File: src/rtl/ps2_host_tx_pkg.sv
// Shared PS/2 host-transmit definitions: FSM states, frame edge numbering and default cycle counts.
// Also imported by the keyboard receive path.
package ps2_host_tx_pkg;

    typedef enum logic [2:0] {
        ST_IDLE,
        ST_INHIBIT,
        ST_RELEASE,
        ST_XFER,
        ST_WAIT_IDLE
    } ps2_tx_state_e;

    // Device clock falling-edge numbers within a host-to-device frame.
    localparam logic [3:0] EDGE_LAST_DATA = 4'd8;
    localparam logic [3:0] EDGE_PARITY    = 4'd9;
    localparam logic [3:0] EDGE_STOP      = 4'd10;
    localparam logic [3:0] EDGE_ACK       = 4'd11;

    localparam int unsigned DEF_INHIBIT_CYCLES = 5000;
    localparam int unsigned DEF_TIMEOUT_CYCLES = 750000;

    function automatic logic odd_parity(input logic [7:0] b);
        return ~^b;
    endfunction

    function automatic int unsigned max_u(input int unsigned a, input int unsigned b);
        return (a > b) ? a : b;
    endfunction

endpackage

File: src/rtl/ps2_sync_edge.sv
// Two-flop synchroniser for a raw PS/2 pin plus a falling-edge pulse on the synchronised level.
// Flops reset high to match an idle (released) bus, so reset never produces a false edge.
module ps2_sync_edge (
    input  logic clk,
    input  logic reset,
    input  logic pin,
    output logic sync,
    output logic fall
);

    logic meta_q, meta_d;
    logic sync_q, sync_d;
    logic prev_q, prev_d;

    always_comb begin
        meta_d = pin;
        sync_d = meta_q;
        prev_d = sync_q;
    end

    always_ff @(posedge clk) begin
        if (reset) begin
            meta_q <= 1'b1;
            sync_q <= 1'b1;
            prev_q <= 1'b1;
        end else begin
            meta_q <= meta_d;
            sync_q <= sync_d;
            prev_q <= prev_d;
        end
    end

    assign sync = sync_q;
    assign fall = prev_q & ~sync_q;

endmodule

File: src/rtl/ps2_host_tx.sv
// PS/2 host-to-device transmitter: inhibits the bus, issues a start bit, then shifts one command
// byte out on device clock falling edges and checks the device ACK.
module ps2_host_tx
    import ps2_host_tx_pkg::*;
#(
    parameter int unsigned INHIBIT_CYCLES = DEF_INHIBIT_CYCLES,
    parameter int unsigned TIMEOUT_CYCLES = DEF_TIMEOUT_CYCLES
) (
    input  logic       CLOCK_50,
    input  logic       reset,
    input  logic [7:0] tx_data,
    input  logic       tx_valid,
    output logic       tx_ready,
    output logic       tx_done,
    output logic       tx_error,
    output logic       busy,
    input  logic       ps2_clk_in,
    input  logic       ps2_dat_in,
    output logic       ps2_clk_drive_low,
    output logic       ps2_dat_drive_low
);

    localparam int unsigned CNT_W = $clog2(max_u(INHIBIT_CYCLES, TIMEOUT_CYCLES) + 1);
    localparam logic [CNT_W-1:0] INH_LAST = CNT_W'(INHIBIT_CYCLES - 1);
    localparam logic [CNT_W-1:0] TMO_LAST = CNT_W'(TIMEOUT_CYCLES - 1);

    ps2_tx_state_e    state_q, state_d;
    logic [CNT_W-1:0] cnt_q, cnt_d;
    logic [3:0]       n_q, n_d, n_inc;
    logic [7:0]       shift_q, shift_d;
    logic             parity_q, parity_d;
    logic             clk_drive_q, clk_drive_d;
    logic             dat_drive_q, dat_drive_d;

    logic clk_sync, clk_fall;
    logic dat_sync, dat_fall_unused;
    logic accept, done, error, watched, timeout;

    ps2_sync_edge u_clk_sync (
        .clk   (CLOCK_50),
        .reset (reset),
        .pin   (ps2_clk_in),
        .sync  (clk_sync),
        .fall  (clk_fall)
    );

    ps2_sync_edge u_dat_sync (
        .clk   (CLOCK_50),
        .reset (reset),
        .pin   (ps2_dat_in),
        .sync  (dat_sync),
        .fall  (dat_fall_unused)
    );

    assign tx_ready = (state_q == ST_IDLE) && !reset;
    assign busy     = (state_q != ST_IDLE);
    assign accept   = tx_valid && tx_ready;
    assign n_inc    = (n_q == EDGE_ACK) ? EDGE_ACK : n_q + 4'd1;
    assign watched  = state_q inside {ST_RELEASE, ST_XFER, ST_WAIT_IDLE};
    assign timeout  = watched && !clk_fall && (cnt_q == TMO_LAST);

    always_comb begin
        state_d     = state_q;
        cnt_d       = cnt_q;
        n_d         = n_q;
        shift_d     = shift_q;
        parity_d    = parity_q;
        dat_drive_d = dat_drive_q;
        done        = 1'b0;
        error       = 1'b0;

        if (watched) begin
            cnt_d = clk_fall ? '0 : cnt_q + CNT_W'(1);
        end

        case (state_q)
            ST_IDLE: begin
                cnt_d = '0;
                n_d   = '0;
                if (accept) begin
                    shift_d     = tx_data;
                    parity_d    = odd_parity(tx_data);
                    dat_drive_d = (INH_LAST == '0);
                    state_d     = ST_INHIBIT;
                end
            end
            ST_INHIBIT: begin
                // Drive outputs are registered, so the start bit is raised one cycle early
                // to coincide with the final inhibit cycle.
                if (cnt_q == INH_LAST) begin
                    cnt_d       = '0;
                    dat_drive_d = 1'b1;
                    state_d     = ST_RELEASE;
                end else begin
                    cnt_d       = cnt_q + CNT_W'(1);
                    dat_drive_d = ((cnt_q + CNT_W'(1)) == INH_LAST);
                end
            end
            ST_RELEASE: begin
                n_d         = '0;
                dat_drive_d = 1'b1;
                state_d     = ST_XFER;
            end
            ST_XFER: begin
                if (clk_fall) begin
                    n_d = n_inc;
                    if (n_inc <= EDGE_LAST_DATA) begin
                        dat_drive_d = ~shift_q[0];
                        shift_d     = {1'b0, shift_q[7:1]};
                    end else if (n_inc == EDGE_PARITY) begin
                        dat_drive_d = ~parity_q;
                    end else if (n_inc == EDGE_STOP) begin
                        dat_drive_d = 1'b0;
                    end else if (dat_sync) begin
                        error   = 1'b1;
                        state_d = ST_IDLE;
                    end else begin
                        state_d = ST_WAIT_IDLE;
                    end
                end
            end
            ST_WAIT_IDLE: begin
                dat_drive_d = 1'b0;
                if (clk_sync && dat_sync) begin
                    done    = 1'b1;
                    state_d = ST_IDLE;
                end
            end
            default: begin
                state_d = ST_IDLE;
            end
        endcase

        if (timeout && !done && !error) begin
            error   = 1'b1;
            state_d = ST_IDLE;
        end

        if (state_d == ST_IDLE) begin
            dat_drive_d = 1'b0;
            cnt_d       = '0;
        end
        clk_drive_d = (state_d == ST_INHIBIT);
    end

    always_ff @(posedge CLOCK_50) begin
        if (reset) begin
            state_q     <= ST_IDLE;
            cnt_q       <= '0;
            n_q         <= '0;
            shift_q     <= '0;
            parity_q    <= 1'b0;
            clk_drive_q <= 1'b0;
            dat_drive_q <= 1'b0;
        end else begin
            state_q     <= state_d;
            cnt_q       <= cnt_d;
            n_q         <= n_d;
            shift_q     <= shift_d;
            parity_q    <= parity_d;
            clk_drive_q <= clk_drive_d;
            dat_drive_q <= dat_drive_d;
        end
    end

    assign tx_done           = done && !reset;
    assign tx_error          = error && !reset;
    assign ps2_clk_drive_low = clk_drive_q;
    assign ps2_dat_drive_low = dat_drive_q;

endmodule

File: config.mk
export PLATFORM = sky130hd
export DESIGN_NAME = ps2_host_tx
export DESIGN_NICKNAME = d
export VERILOG_FILES = /design/src/rtl/ps2_host_tx_pkg.sv /design/src/rtl/ps2_sync_edge.sv /design/src/rtl/ps2_host_tx.sv
export SDC_FILE = /design/constraint.sdc
export NUM_CORES = 1
export LEC_CHECK = 0
export CAP_MARGIN = 5
export CORE_MARGIN = 1
export CORE_UTILIZATION = 45
export CTS_CLUSTER_DIAMETER = 60
export DETAILED_ROUTE_END_ITERATION = 16
export DONT_BUFFER_PORTS = 1
export PLACE_DENSITY = 0.67
export SYNTH_ARGS = -nofsm -noshare
export SYNTH_HDL_FRONTEND = slang
export SYNTH_SLANG_ARGS = --single-unit
File: constraint.sdc
create_clock -name CLOCK_50 -period 2.9 [get_ports CLOCK_50]
set_input_delay 0.58 -clock CLOCK_50 [delete_from_list [all_inputs] [get_ports CLOCK_50]]
set_output_delay 0.58 -clock CLOCK_50 [all_outputs]
set_load 0.02 [all_outputs]
==> results.py <==
metrics = {
    "status": {
        "outcome": "complete, no violations",
    },
    "yosys": {
        "ys_types": 62,
        "yosysTopAreaCell": "dfxtp_1",
        "synth_cells": 343,
        "ys_seq_area_share_pct": 31.0,
        "syn-cell-area_sq_mm": 0.00278,
        "synth.area.top_cells": "dfxtp_1 31%, a311oi_1 6.9%, nand2_1 5.8%",
        "synthArstFlopShare_pct": 0,
        "synth_edf_count": 0,
        "synth_top_area_share_pct": 31.0,
        "synthTopCellsByCount": "43 x dfxtp_1, 43 x nand2_1, 29 x nor2_1, 23 x a21oi_1, 22 x a311oi_1",
        "ys.flop_type": "dfxtp_1",
        "synth_nets": 361,
        "synth_warnings": 0,
        "synth.ff_latch_count": 43,
        "postSynthAreaPerCell_sq_um": 8.09,
    },
    "global_routing": {
        "grt_usage_pct": 19.6,
        "grt_overflow": 0,
        "grt_pass1_vias": 2109,
        "grt_max_degree": 36,
        "grt_pass1_wl_um": 10000,
        "antenna_found_initial": 0,
    },
    "sta": {
        "final.period_utilization_pct": 92.4,
        "tightestPinTransition_ns": 0.885,
        "max_freq_mhz": 373,
        "fin_worst_skew_ns": 0.00631,
        "maxSlewViolCount": 0,
        "finalSetupViolations": 0,
        "min_period_ns": 2.68,
        "maxSlewHeadroom_pct": 41.0,
        "finalSetupTns_ns": 0,
        "grt_setup_unrepaired": "false",
        "finalHoldViolCount": 0,
    },
    "setup_path": {
        "worstPathMaxFanout": 8,
        "reg2reg_depth": 8,
        "path_class": "flip-flop to output port",
        "cp.arrival_ns": 2.10,
        "slowest_delay_ns": 0.43,
        "regToRegEndpoint": "cnt_q[3]",
        "cp_slowest_cell": "dfxtp_1",
        "r2r_start": "n_q[0]",
        "path_buf_inv": 0,
        "cp-start-kind": "flip-flop",
        "critPathTopFamily": "simple AND/OR/NAND/NOR gates",
        "critPathRequiredTime_ns": 2.32,
        "r2r_setup_slack_ns": 0.35,
        "crit_chain": "ha_1, and3_1, nand3_1, nor4_1, a31oi_1, nor2_2",
        "crit_path_end_kind": "output port",
    },
    "floorplan": {
        "die_area_sq_mm": 0.00649,
        "rows": 28,
        "die-width_um": 80.6,
        "boundaryPins": 19,
        "core_area_sq_mm": 0.00592,
        "start_util_pct": 46.9,
        "fp.dieH_um": 80.6,
    },
    "finish": {
        "area_growth_pct": 2.07,
        "drive_gt1_share_pct": 12.8,
        "nets": 346,
        "fill_cells": 568,
        "post-route-util_pct": 47.9,
        "antennaDiodeCount": 0,
    },
    "pwr": {
        "powerDensity_mw_per_mm2": 400,
        "ir_worst_vdd_mv": 0.283,
        "power.leakage_uw": 0.000929,
    },
    "drt": {
        "drc": 0,
        "viasPerCell": 6.09,
        "ant_nets": 0,
        "first_pass_iters": 5,
        "post_drt_wl_per_cell_um": 14.9,
        "dr.first_iter.drc_count": 262,
        "totalWireLength_um": 6030,
        "dr_total_vias": 2459,
    },
    "worst_hold_path": {
        "hp-class": "primary input to flip-flop",
        "min_from": "reset",
        "hold_depth": 1,
        "hold_path_end": "parity_q",
    },
    "clock_network": {
        "clkTransAtPathRegs_ns": 0.10,
        "clk_latency_ns": 0.31,
        "clock_path_buffers": 2,
        "h-tree-depth": 2,
        "cts.sinks": 43,
        "hold_buffers": 0,
        "cts_tree": "done",
        "cts_inserted_buffers": 5,
        "root_buffer": "clkbuf_8",
    },
    "job": {
        "drv_cap": 0,
    },
    "place": {
        "place_hpwl_um": 4140,
        "gp_congestion": 0.857,
        "port_buffers": 0,
    },
}
worst max-delay path by stage:
stage	from	endpoint	slack, ns	depth (start not counted)
2_1_floorplan	n_q[0]	tx_error	0.60	6
3_3_place_gp	n_q[0]	tx_error	0.44	6
3_5_place_dp	n_q[0]	tx_error	0.34	6
4_1_cts	n_q[0]	tx_error	0.07	6
5_1_grt	cnt_q[0]	tx_error	0.008	6
6_report	cnt_q[0]	tx_error	0.22	6
routing by layer:
layer / up-vias / GRT usage, % / routed length (um)
li1: 1230 / - / -
met1: 1136 / 27.8 / 2890
met2: 85 / 29.2 / 2700
met3: 8 / 3.30 / 360
met4: 0 / 7.32 / 85
met5: - / 0 / 0
report_power, final:
part / internal [uW] / switching (uW) / total, uW
clock network: 178 / 244 / 421
registers: 606 / 13.5 / 619
logic: 38.3 / 53.7 / 92.0
total: 822 / 311 / 1130
placed cells by master, fill, tap and decap left out, types with 3 or more instances in the layout:
master     n
nor3_1     5
nor2_1    28
a31oi_1    4
nand3_1   13
and4_1     3
nor4_1     4
nand4_1    5
and3_1     5
nand2b_1   4
o21ai_0    7
or3_1      4
buf_4      7
xnor2_1   11
a41oi_1    6
nor2b_1    3
and2_1     6
ha_1       5
xor2_1     4
a211oi_1   3
dfxtp_1   43
nand2_1   43
clkbuf_8   5
a311oi_1  22
inv_1     12
a22oi_1    4
a21oi_1   23
or2_2      6
kinds of logic (layout without fill, tap and decap cells):
kind of cell	Yosys count	after routing	share of synthesized area [%]
AND/OR/NAND/NOR	148	148	29.2
AO/OA/AOI/OAI	90	90	23.8
flip-flops	43	43	31.0
buffers and inverters	41	27	8.65
XOR/XNOR	15	15	4.73
adder cells (fa/ha/maj)	5	5	2.25
multiplexers	1	1	0.361
flip-flops by register name, summed over array words and instances, names as in the netlist:
| register | flops |
|---|---|
| shift_q | 8 |
| u_clk_sync.prev_q | 1 |
| n_q | 4 |
| u_clk_sync.meta_q | 1 |
| ps2_dat_drive_low | 1 |
| ps2_clk_drive_low | 1 |
| u_dat_sync.meta_q | 1 |
| cnt_q | 20 |
| u_dat_sync.sync | 1 |
| u_clk_sync.sync | 1 |
| parity_q | 1 |
| state_q | 3 |
area by class of cell:
type / instances / area, sq um / share of cell area (%)
Multi-Input combinational cell: 259 / 1690 / 59.5
Clock buffer: 5 / 68.8 / 2.43
Sequential cell: 43 / 861 / 30.4
Inverter: 12 / 45.0 / 1.59
Tap cell: 75 / 93.8 / 3.31
Timing Repair Buffer: 7 / 52.6 / 1.85
Clock inverter: 3 / 26.3 / 0.927
per-stage QoR:
| stage | cells | worst slack (ns) | hold slack, ns | cell area (sq um) | power (uW) |
|---|---|---|---|---|---|
| 2_1_floorplan | 343 | 0.599 | 0.389 | 2780 | 713 |
| 3_3_place_gp | 395 | 0.438 | 0.391 | 2720 | 723 |
| 3_5_place_dp | 395 | 0.343 | 0.399 | 2720 | 726 |
| 4_1_cts | 403 | 0.0684 | 0.320 | 2820 | 1140 |
| 5_1_grt | 404 | 0.00827 | 0.318 | 2830 | 1180 |
| 6_report | 404 | 0.219 | 0.329 | 2830 | 1130 |
what timing repair did:
action / in CTS / in global routing
setup endpoints to repair: 1 / 1
buffers inserted: 0 / 1
pin swaps: 0 / 1
gates resized for setup: 1 / 1
Power figures use the tool's default switching activity.
